**config.mk**
```make
export PLATFORM = sky130hd
export DESIGN_NAME = mem_exec_unit
export DESIGN_NICKNAME = d
export VERILOG_FILES = /design/src/rtl/mem_exec_pkg.sv /design/src/rtl/mem_exec_store_buffer.sv /design/src/rtl/mem_exec_unit.sv
export SDC_FILE = /design/constraint.sdc
export NUM_CORES = 1
export LEC_CHECK = 0
export CAP_MARGIN = 15
export CORE_UTILIZATION = 45
export DETAILED_ROUTE_END_ITERATION = 16
export HOLD_SLACK_MARGIN = 0.12
export PLACE_DENSITY = 0.75
export SLEW_MARGIN = 20
export SYNTH_ARGS = -nofsm -noshare
export SYNTH_HDL_FRONTEND = slang
export SYNTH_HIERARCHICAL = 1
export SYNTH_SLANG_ARGS = --single-unit
```
**constraint.sdc**
```tcl
create_clock -name clk -period 10.4 [get_ports clk]
set_input_delay 2.6 -clock clk [delete_from_list [all_inputs] [get_ports clk]]
set_output_delay 2.6 -clock clk [all_outputs]
set_load 0.1 [all_outputs]
```
**src/rtl/mem_exec_pkg.sv**
```systemverilog
// mem_exec_pkg: shared types for the memory execution unit.
// Exports op_t, state_t and align_mask().
package mem_exec_pkg;

  typedef enum logic [1:0] {
    NOP   = 2'd0,
    LOAD  = 2'd1,
    STORE = 2'd2,
    MOVE  = 2'd3
  } op_t;

  typedef enum logic [1:0] {
    IDLE,
    LD_DRAIN,
    LD_REQ,
    RESP
  } state_t;

  // Low address bits that must be zero for a word access.
  function automatic int unsigned align_mask(
    input int unsigned data_w
  );
    return (data_w / 8) - 1;
  endfunction

endpackage

```
**src/rtl/mem_exec_store_buffer.sv**
```systemverilog
// mem_exec_store_buffer: FIFO of posted stores.
// Ports: push, head/pop, count flags; the youngest-match lookup
// (i_lk_addr/o_lk_hit/o_lk_data) exists only with MEM_EXEC_FORWARD_EN.
module mem_exec_store_buffer
  import mem_exec_pkg::*;
#(
  parameter int ADDR_W = 32,
  parameter int DATA_W = 32,
  parameter int DEPTH  = 4
) (
  input  logic              clk,
  input  logic              reset_n,
`ifdef MEM_EXEC_FORWARD_EN
  input  logic [ADDR_W-1:0] i_lk_addr,
  output logic              o_lk_hit,
  output logic [DATA_W-1:0] o_lk_data,
`endif
  input  logic              i_push,
  input  logic [ADDR_W-1:0] i_push_addr,
  input  logic [DATA_W-1:0] i_push_data,
  input  logic              i_pop_ready,
  output logic              o_head_valid,
  output logic [ADDR_W-1:0] o_head_addr,
  output logic [DATA_W-1:0] o_head_data,
  output logic              o_full,
  output logic              o_empty
);

  localparam int PTR_W = $clog2(DEPTH);
  localparam int CNT_W = PTR_W + 1;

  logic [ADDR_W-1:0] r_addr [DEPTH];
  logic [DATA_W-1:0] r_data [DEPTH];
  logic [PTR_W-1:0]  r_wr_ptr;
  logic [PTR_W-1:0]  r_rd_ptr;
  logic [CNT_W-1:0]  r_count;
  logic              w_push;
  logic              w_pop;

  assign o_empty = (r_count == '0);
  assign o_full  = (r_count == CNT_W'(DEPTH));
  assign w_push  = i_push && !o_full;
  assign w_pop   = !o_empty && i_pop_ready;

  assign o_head_valid = !o_empty;
  assign o_head_addr  = o_empty ? '0 : r_addr[r_rd_ptr];
  assign o_head_data  = o_empty ? '0 : r_data[r_rd_ptr];

  always_ff @(posedge clk or negedge reset_n) begin
    if (!reset_n) begin
      r_wr_ptr <= '0;
      r_rd_ptr <= '0;
      r_count  <= '0;
    end else begin
      if (w_push) r_wr_ptr <= r_wr_ptr + PTR_W'(1);
      if (w_pop)  r_rd_ptr <= r_rd_ptr + PTR_W'(1);
      unique case ({w_push, w_pop})
        2'b10:   r_count <= r_count + CNT_W'(1);
        2'b01:   r_count <= r_count - CNT_W'(1);
        default: r_count <= r_count;
      endcase
    end
  end

  // Payload is never read while its slot is invalid: no reset needed.
  always_ff @(posedge clk) begin
    if (w_push) begin
      r_addr[r_wr_ptr] <= i_push_addr;
      r_data[r_wr_ptr] <= i_push_data;
    end
  end

`ifdef MEM_EXEC_FORWARD_EN
  logic [PTR_W-1:0] w_idx;

  // Walk oldest to youngest so the last match wins.
  always_comb begin
    o_lk_hit  = 1'b0;
    o_lk_data = '0;
    w_idx     = '0;
    for (int i = 0; i < DEPTH; i++) begin
      w_idx = r_rd_ptr + PTR_W'(i);
      if (CNT_W'(i) < r_count &&
          r_addr[w_idx] == i_lk_addr) begin
        o_lk_hit  = 1'b1;
        o_lk_data = r_data[w_idx];
      end
    end
  end
`endif

endmodule

```
**src/rtl/mem_exec_unit.sv**
```systemverilog
// mem_exec_unit: load/store unit with posted store buffer.
// Ports: req_*, resp_*, mem_wr_*, mem_rd_*, sb_empty.
// Define MEM_EXEC_FORWARD_EN for store-to-load forwarding.
module mem_exec_unit
  import mem_exec_pkg::*;
#(
  parameter int DATA_W   = 32,
  parameter int ADDR_W   = 32,
  parameter int SB_DEPTH = 4
) (
  input  logic              clk,
  input  logic              reset_n,
  input  logic              req_valid,
  output logic              req_ready,
  input  op_t               req_op,
  input  logic [ADDR_W-1:0] req_base,
  input  logic [ADDR_W-1:0] req_offset,
  input  logic [DATA_W-1:0] req_data,
  output logic              resp_valid,
  input  logic              resp_ready,
  output logic [DATA_W-1:0] resp_data,
  output logic              resp_fault,
  output logic              mem_wr_valid,
  input  logic              mem_wr_ready,
  output logic [ADDR_W-1:0] mem_wr_addr,
  output logic [DATA_W-1:0] mem_wr_data,
  output logic              mem_rd_valid,
  input  logic              mem_rd_ready,
  output logic [ADDR_W-1:0] mem_rd_addr,
  input  logic [DATA_W-1:0] mem_rd_data,
  output logic              sb_empty
);

  localparam logic [ADDR_W-1:0] ALIGN_M =
    ADDR_W'(align_mask(DATA_W));

  state_t            r_state;
  state_t            w_state_nxt;
  logic [DATA_W-1:0] r_resp_data;
  logic [DATA_W-1:0] w_resp_data_nxt;
  logic              r_resp_fault;
  logic              w_resp_fault_nxt;
  logic [ADDR_W-1:0] r_ld_addr;
  logic [ADDR_W-1:0] w_ld_addr_nxt;
  logic [ADDR_W-1:0] w_addr;
  logic              w_mis;
  logic              w_accept;
  logic              w_push;
  logic              w_sb_full;
  logic              w_sb_empty;
  logic              w_ldst;

  assign w_addr   = req_base + req_offset;
  assign w_mis    = |(w_addr & ALIGN_M);
  assign w_ldst   = (req_op == LOAD) || (req_op == STORE);
  // Gated by reset_n so nothing is accepted while reset is held.
  assign req_ready = reset_n && (r_state == IDLE) && !w_sb_full;
  assign w_accept  = req_valid && req_ready;

  assign resp_valid   = (r_state == RESP);
  assign resp_data    = r_resp_data;
  assign resp_fault   = r_resp_fault;
  assign mem_rd_valid = (r_state == LD_REQ);
  assign mem_rd_addr  = r_ld_addr;
  assign sb_empty     = w_sb_empty;

`ifdef MEM_EXEC_FORWARD_EN
  logic              w_hit;
  logic [DATA_W-1:0] w_hit_data;
`endif

  mem_exec_store_buffer #(
    .ADDR_W (ADDR_W),
    .DATA_W (DATA_W),
    .DEPTH  (SB_DEPTH)
  ) u_sb (
    .clk          (clk),
    .reset_n      (reset_n),
`ifdef MEM_EXEC_FORWARD_EN
    .i_lk_addr    (w_addr),
    .o_lk_hit     (w_hit),
    .o_lk_data    (w_hit_data),
`endif
    .i_push       (w_push),
    .i_push_addr  (w_addr),
    .i_push_data  (req_data),
    .i_pop_ready  (mem_wr_ready),
    .o_head_valid (mem_wr_valid),
    .o_head_addr  (mem_wr_addr),
    .o_head_data  (mem_wr_data),
    .o_full       (w_sb_full),
    .o_empty      (w_sb_empty)
  );

  always_ff @(posedge clk or negedge reset_n) begin
    if (!reset_n) begin
      r_state      <= IDLE;
      r_resp_data  <= '0;
      r_resp_fault <= 1'b0;
      r_ld_addr    <= '0;
    end else begin
      r_state      <= w_state_nxt;
      r_resp_data  <= w_resp_data_nxt;
      r_resp_fault <= w_resp_fault_nxt;
      r_ld_addr    <= w_ld_addr_nxt;
    end
  end

  always_comb begin
    w_state_nxt      = r_state;
    w_resp_data_nxt  = r_resp_data;
    w_resp_fault_nxt = r_resp_fault;
    w_ld_addr_nxt    = r_ld_addr;
    w_push           = 1'b0;
    unique case (r_state)
      IDLE: begin
        if (w_accept) begin
          w_state_nxt      = RESP;
          w_resp_data_nxt  = '0;
          w_resp_fault_nxt = 1'b0;
          unique case (1'b1)
            req_op == MOVE:
              w_resp_data_nxt = req_data;
            w_ldst && w_mis:
              w_resp_fault_nxt = 1'b1;
            req_op == STORE && !w_mis:
              w_push = 1'b1;
            req_op == LOAD && !w_mis: begin
              w_ld_addr_nxt = w_addr;
`ifdef MEM_EXEC_FORWARD_EN
              if (w_hit)
                w_resp_data_nxt = w_hit_data;
              else
                w_state_nxt = LD_REQ;
`else
              // Memory must see every older store first.
              w_state_nxt = w_sb_empty ? LD_REQ
                                       : LD_DRAIN;
`endif
            end
            default: ;
          endcase
        end
      end
      LD_DRAIN: begin
        if (w_sb_empty) w_state_nxt = LD_REQ;
      end
      LD_REQ: begin
        if (mem_rd_ready) begin
          w_resp_data_nxt = mem_rd_data;
          w_state_nxt     = RESP;
        end
      end
      RESP: begin
        if (resp_ready) begin
          w_state_nxt      = IDLE;
          w_resp_data_nxt  = '0;
          w_resp_fault_nxt = 1'b0;
        end
      end
    endcase
  end

endmodule

```
==> results of run 1 <==
-- through the flow --
step | std cells | hold WS (ns) | setup WS, ns
finish | 1621 | 0.493 | 3.32
global route | 1621 | 0.507 | 3.14
CTS | 1621 | 0.495 | 3.27
detailed placement | 1559 | 0.483 | 3.28
global placement | 1559 | 0.476 | 3.26
floorplan | 928 | 0.456 | 3.78
-- worst paths after layout --
kind	endpoint	slack [ns]	depth (start not counted)
max reg2reg	u_sb/r_data[2][24]	7.27	8
max in group asynchronous	mem_rd_addr[27]	7.33	2
min	mem_rd_addr[28]	0.49	1
min in group asynchronous	mem_rd_addr[2]	2.09	1
min reg2reg	mem_rd_addr[28]	0.49	1
max	req_ready	3.32	4
-- registers in the layout, indices dropped and copies added, names as in the netlist --
name,count
mem_rd_addr,32
u_sb/r_wr_ptr,2
r_state,2
u_sb/r_rd_ptr,2
resp_data,32
u_sb/r_addr,128
u_sb/r_data,128
u_sb/r_count,3
resp_fault,1
-- final cells by class --
class | instances | area share, %
Clock inverter | 14 | 0.917
Sequential cell | 330 | 50.7
Clock buffer | 48 | 5.47
Multi-Input combinational cell | 532 | 25.3
Timing Repair Buffer | 274 | 14.5
Tap cell | 402 | 2.67
Inverter | 21 | 0.419
-- kinds of logic after synthesis --
logic type	Yosys count
AO/OA/AOI/OAI	173
XOR/XNOR	36
adder cells (fa/ha/maj)	46
buffers and inverters	66
flip-flops	330
multiplexers	96
AND/OR/NAND/NOR	181
-- layout by cell type (no fill, tap or decap), drive strengths merged, types with 3 or more instances in the layout --
cell type and count:
a21o 11, a21oi 69, a22oi 32, a31oi 13
and2 69, and3 4, buf 6, bufinv 4
clkbuf 48, clkdlybuf4s50 268, clkinv 8, dfrtp 74
edfxtp 256, ha 44, inv 22, mux2 31
mux4 64, nand2 32, nand3 6, nand4 8
nor2 48, nor2b 5, nor3 3, o211ai 4
o21a 4, o21ai 25, xnor2 20, xor2 16
-- worst max-delay path, cell delays in order --
cell,delay (ns)
buf_4,0.44
nand2_1,0.11
nor2_1,0.14
clkdlybuf4s50_1,1.15
-- metal layers --
layer | vias up | share of wire (%) | global-route usage [%]
met5 | - | 0 | 0
met4 | 0 | 1.6 | 4.50
met1 | 4521 | 43 | 25.2
met3 | 41 | 6.5 | 4.35
met2 | 307 | 49 | 33.1
li1 | 4106 | - | -
==> out/qor.yml, run 1 <==
cts-resized-gates: 0
postSynthCellCount: 928
clk_path_buf_depth: 3
synth-edff-count: 256
synthAdderAreaFrac_pct: 4.05
nNetsFinal: 1375
final_util_pct: 59.4
hp-class: "reg2reg"
finalCritPeriodShare_pct: 68.1
vias: 8975
r2r_start: "r_state[0]"
synth.most_common_cell: "edfxtp_1"
ant_nets: 0
start_util_pct: 46.0
cts-hold-fix-buffers: 0
regArea_mm2: 0.00955
grt_pass1_wl_um: 49800
synth_top_family_by_area: "multiplexers"
rsz0062_at_grt: "no"
cts_made_buffers: 34
skew_ns: 0.0110
setup_viol: 0
synthFlopType: "edfxtp_1"
grt_pass1_vias: 9225
clk_root_buffer_cell: "clkbuf_16"
multi_input_area_mm2: 0.00477
drt_iter0_markers: 431
die_height_um: 182
start_kind: "input port"
drc: 0
clkLatencyLatePin_ns: 0.49
avgViaCountPerCell: 5.54
ys.warnings.count: 6
worstPathArrival_ns: 4.48
die_x_um: 182
drive_above_1_share_pct: 14.3
synth-seq-cells: 330
postSynthAreaPerCell_um2: 15.7
dieArea_mm2: 0.0331
cp-end-kind: "primary output"
synth_area_mm2: 0.0146
grt_overflow: 0
synth_xor_xnor_area_share_pct: 2.21
synth.area.mux_share_pct: 12.3
antenna_found_initial: 0
clkTransAtPathRegs_ns: 0.06
fmax_mhz: 141
setup_tns_ns: 0
grt_max_degree: 69
crit_required_ns: 7.80
design_area_mm2: 0.0188
seq_area_frac_synth_pct: 65.4
syn_nets: 1110
worst_pin_slew_ns: 1.07
ys_top_cells_by_area: "edfxtp_1, dfrtp_1, mux4_2, ha_1, and2_1"
ys_types: 53
cp_max_fo: 40
dpl_cell_area_mm2: 0.0176
n_antenna_cell: 0
ioPinCount: 270
rows: 65
cts_sinks: 330
synth_compound_area_share_pct: 7.50
cts_tree: "done"
min_from: "mem_rd_addr[28]"
gp_congestion: 0.831
io_buffers: 269
synthArstFlopShare_pct: 22.4
synth-simple-area-share_pct: 6.41
firstDrtPassIters: 5
wirelength_um: 31900
period_minus_slack_ns: 7.08
synth_top_area_share_pct: 52.7
core-area_mm2: 0.0317
synthTopCellsByCount: "edfxtp_1, dfrtp_1, and2_1"
max_slew_margin_pct: 28.9
grt_use_total_pct: 19.4
outcome: "finished clean"
post-cts-setup-buffer-count: 0
fillers: 2451
drv_slew: 0
crit_type: "in2out"
maxCapViolCount: 0
critical_path.startpoint: "reset_n"
hold_viol_final: 0
dp_hpwl_um: 20400
syn_to_final_growth_pct: 29.1
htreeDepth: 2
wl_per_cell_um: 19.7
synth_largest_area_cell: "edfxtp_1"
Power of run 1 is left out: the tool's default activity adds up to more than one toggle a clock period on the data nets, which glitch-free logic cannot reach.
==> run 2: changes to the inputs <==
- PLACE_DENSITY: 0.75 -> 0.78
- clock period: 10.4 -> 5.8 ns (I/O delays scaled with it)
==> run 2 against run 1 <==
Global-route usage grew 0.85 points. Wire length grew 4.2%. Cell area grew 0.47%. Critical path depth did not move. Via count is 0.31% higher. Clock-buffer cell count is the same. Sequential share of layout area down 0.24 points. Register-to-register slack worse by 4.8 ns. Critical path type is now reg2out. Critical endpoint is now mem_wr_addr[23].
==> out/qor.yml, run 2 (synthesized netlist as in run 1, its figures left out) <==
clk_path_buf_depth: 3
min_from: "u_sb/r_count[2]"
hold_viol_final: 0
ioPinCount: 270
grt_max_degree: 69
rsz0062_at_grt: "no"
cp_max_fo: 33
crit_required_ns: 4.35
avgViaCountPerCell: 5.53
critical_path.startpoint: "u_sb/r_rd_ptr[0]"
cp-end-kind: "primary output"
syn_to_final_growth_pct: 29.7
gp_congestion: 0.852
firstDrtPassIters: 5
ant_nets: 0
drive_above_1_share_pct: 15.2
setup.worst_path.end: "mem_wr_addr[23]"
drc: 0
clkLatencyLatePin_ns: 0.52
finalCritPeriodShare_pct: 85.4
max_slew_margin_pct: 30.2
worstPathArrival_ns: 3.50
start_util_pct: 46.0
crit_type: "reg2out"
grt_use_total_pct: 20.2
cts_made_buffers: 35
vias: 9003
cts-hold-fix-buffers: 0
outcome: "finished clean"
nNetsFinal: 1382
dieArea_mm2: 0.0331
antenna_found_initial: 0
io_buffers: 269
clk_root_buffer_cell: "clkbuf_16"
worst_pin_slew_ns: 1.04
final_common_cell: "clkdlybuf4s50_1"
hp-class: "reg2reg"
die_x_um: 182
period_minus_slack_ns: 4.95
n_antenna_cell: 0
final_cell_mix: "clkdlybuf4s50_1, edfxtp_1, dfrtp_1, a21oi_1, and2_1"
drt_iter0_markers: 547
reg_top3: "u_sb/r_addr: 128 flops, u_sb/r_data: 128 flops"
cts_sinks: 330
r2r_slack_ns: 2.50
start_kind: "flip-flop"
fmax_mhz: 202
r2r_cells: 11
die_height_um: 182
wl_per_cell_um: 20.4
core-area_mm2: 0.0317
worst_r2r_endpoint: "resp_data[1]"
drv_slew: 0
post-cts-setup-buffer-count: 0
r2r_start: "r_state[0]"
grt_pass1_vias: 9186
skew_ns: 0.0286
wirelength_um: 33200
dp_hpwl_um: 22200
grt_pass1_wl_um: 51200
htreeDepth: 2
rows: 65
setup_tns_ns: 0
clkTransAtPathRegs_ns: 0.05
grt_overflow: 0
maxCapViolCount: 0
cts_tree: "done"
setup_viol: 0
cts-resized-gates: 0
==> run 2: cell count changes in the layout (fill, tap and decap cells not counted), moves of 3 or more <==
cell	before	now
clkbuf_8	2	7
buf_12	0	4
buf_4	6	9
clkbuf_16	39	36
clkinvlp_4	1	4
==> run 2: how the worst min path moves through the flow <==
stage	slack [ns]	depth (start not counted)	endpoint
floorplan	0.46	1	u_sb/r_count[2]
global placement	0.48	1	u_sb/r_count[2]
detailed placement	0.48	1	u_sb/r_count[2]
CTS	0.49	1	u_sb/r_count[2]
global route	0.52	1	u_sb/r_count[2]
finish	0.49	1	u_sb/r_count[2]
==> run 2: metal layers <==
layer  share of wire (%)  up-vias  track usage, %
met1                  44     4499            27.4
met2                  48      346            34.0
li1                    -     4119               -
met4                 1.5        2            4.71
met5               0.018        -               0
met3                 6.5       37            3.53
==> run 2: cell type report <==
class | instances | area, um^2
flip-flops and latches | 330 | 9550
fillers | 2410 | 12800
clock buffers | 48 | 1020
repair buffers | 280 | 2820
well taps | 402 | 503
multi-input cells | 532 | 4770
inverters | 21 | 78.8
clock inverters | 16 | 183
==> run 2: per-stage QoR <==
stage / setup slack, ns / hold WS (ns) / cells / area [um^2] / util [%]
CTS: 0.755 / 0.490 / 1629 / 18900 / 59.6
floorplan: 0.330 / 0.456 / 928 / 14600 / -
global placement: 0.961 / 0.477 / 1565 / 17700 / 55.9
global route: 0.686 / 0.522 / 1629 / 18900 / 59.6
finish: 0.849 / 0.490 / 1629 / 18900 / 59.6
detailed placement: 0.914 / 0.483 / 1565 / 17700 / 55.9
==> run 2: worst max-delay path, cell delays in order, from the launching register on <==
cell	delay, ns
dfrtp_4	0.88
buf_4	0.37
mux4_2	0.52
and2_1	0.21
clkdlybuf4s50_1	0.98
Power of run 2 is left out for the same reason.
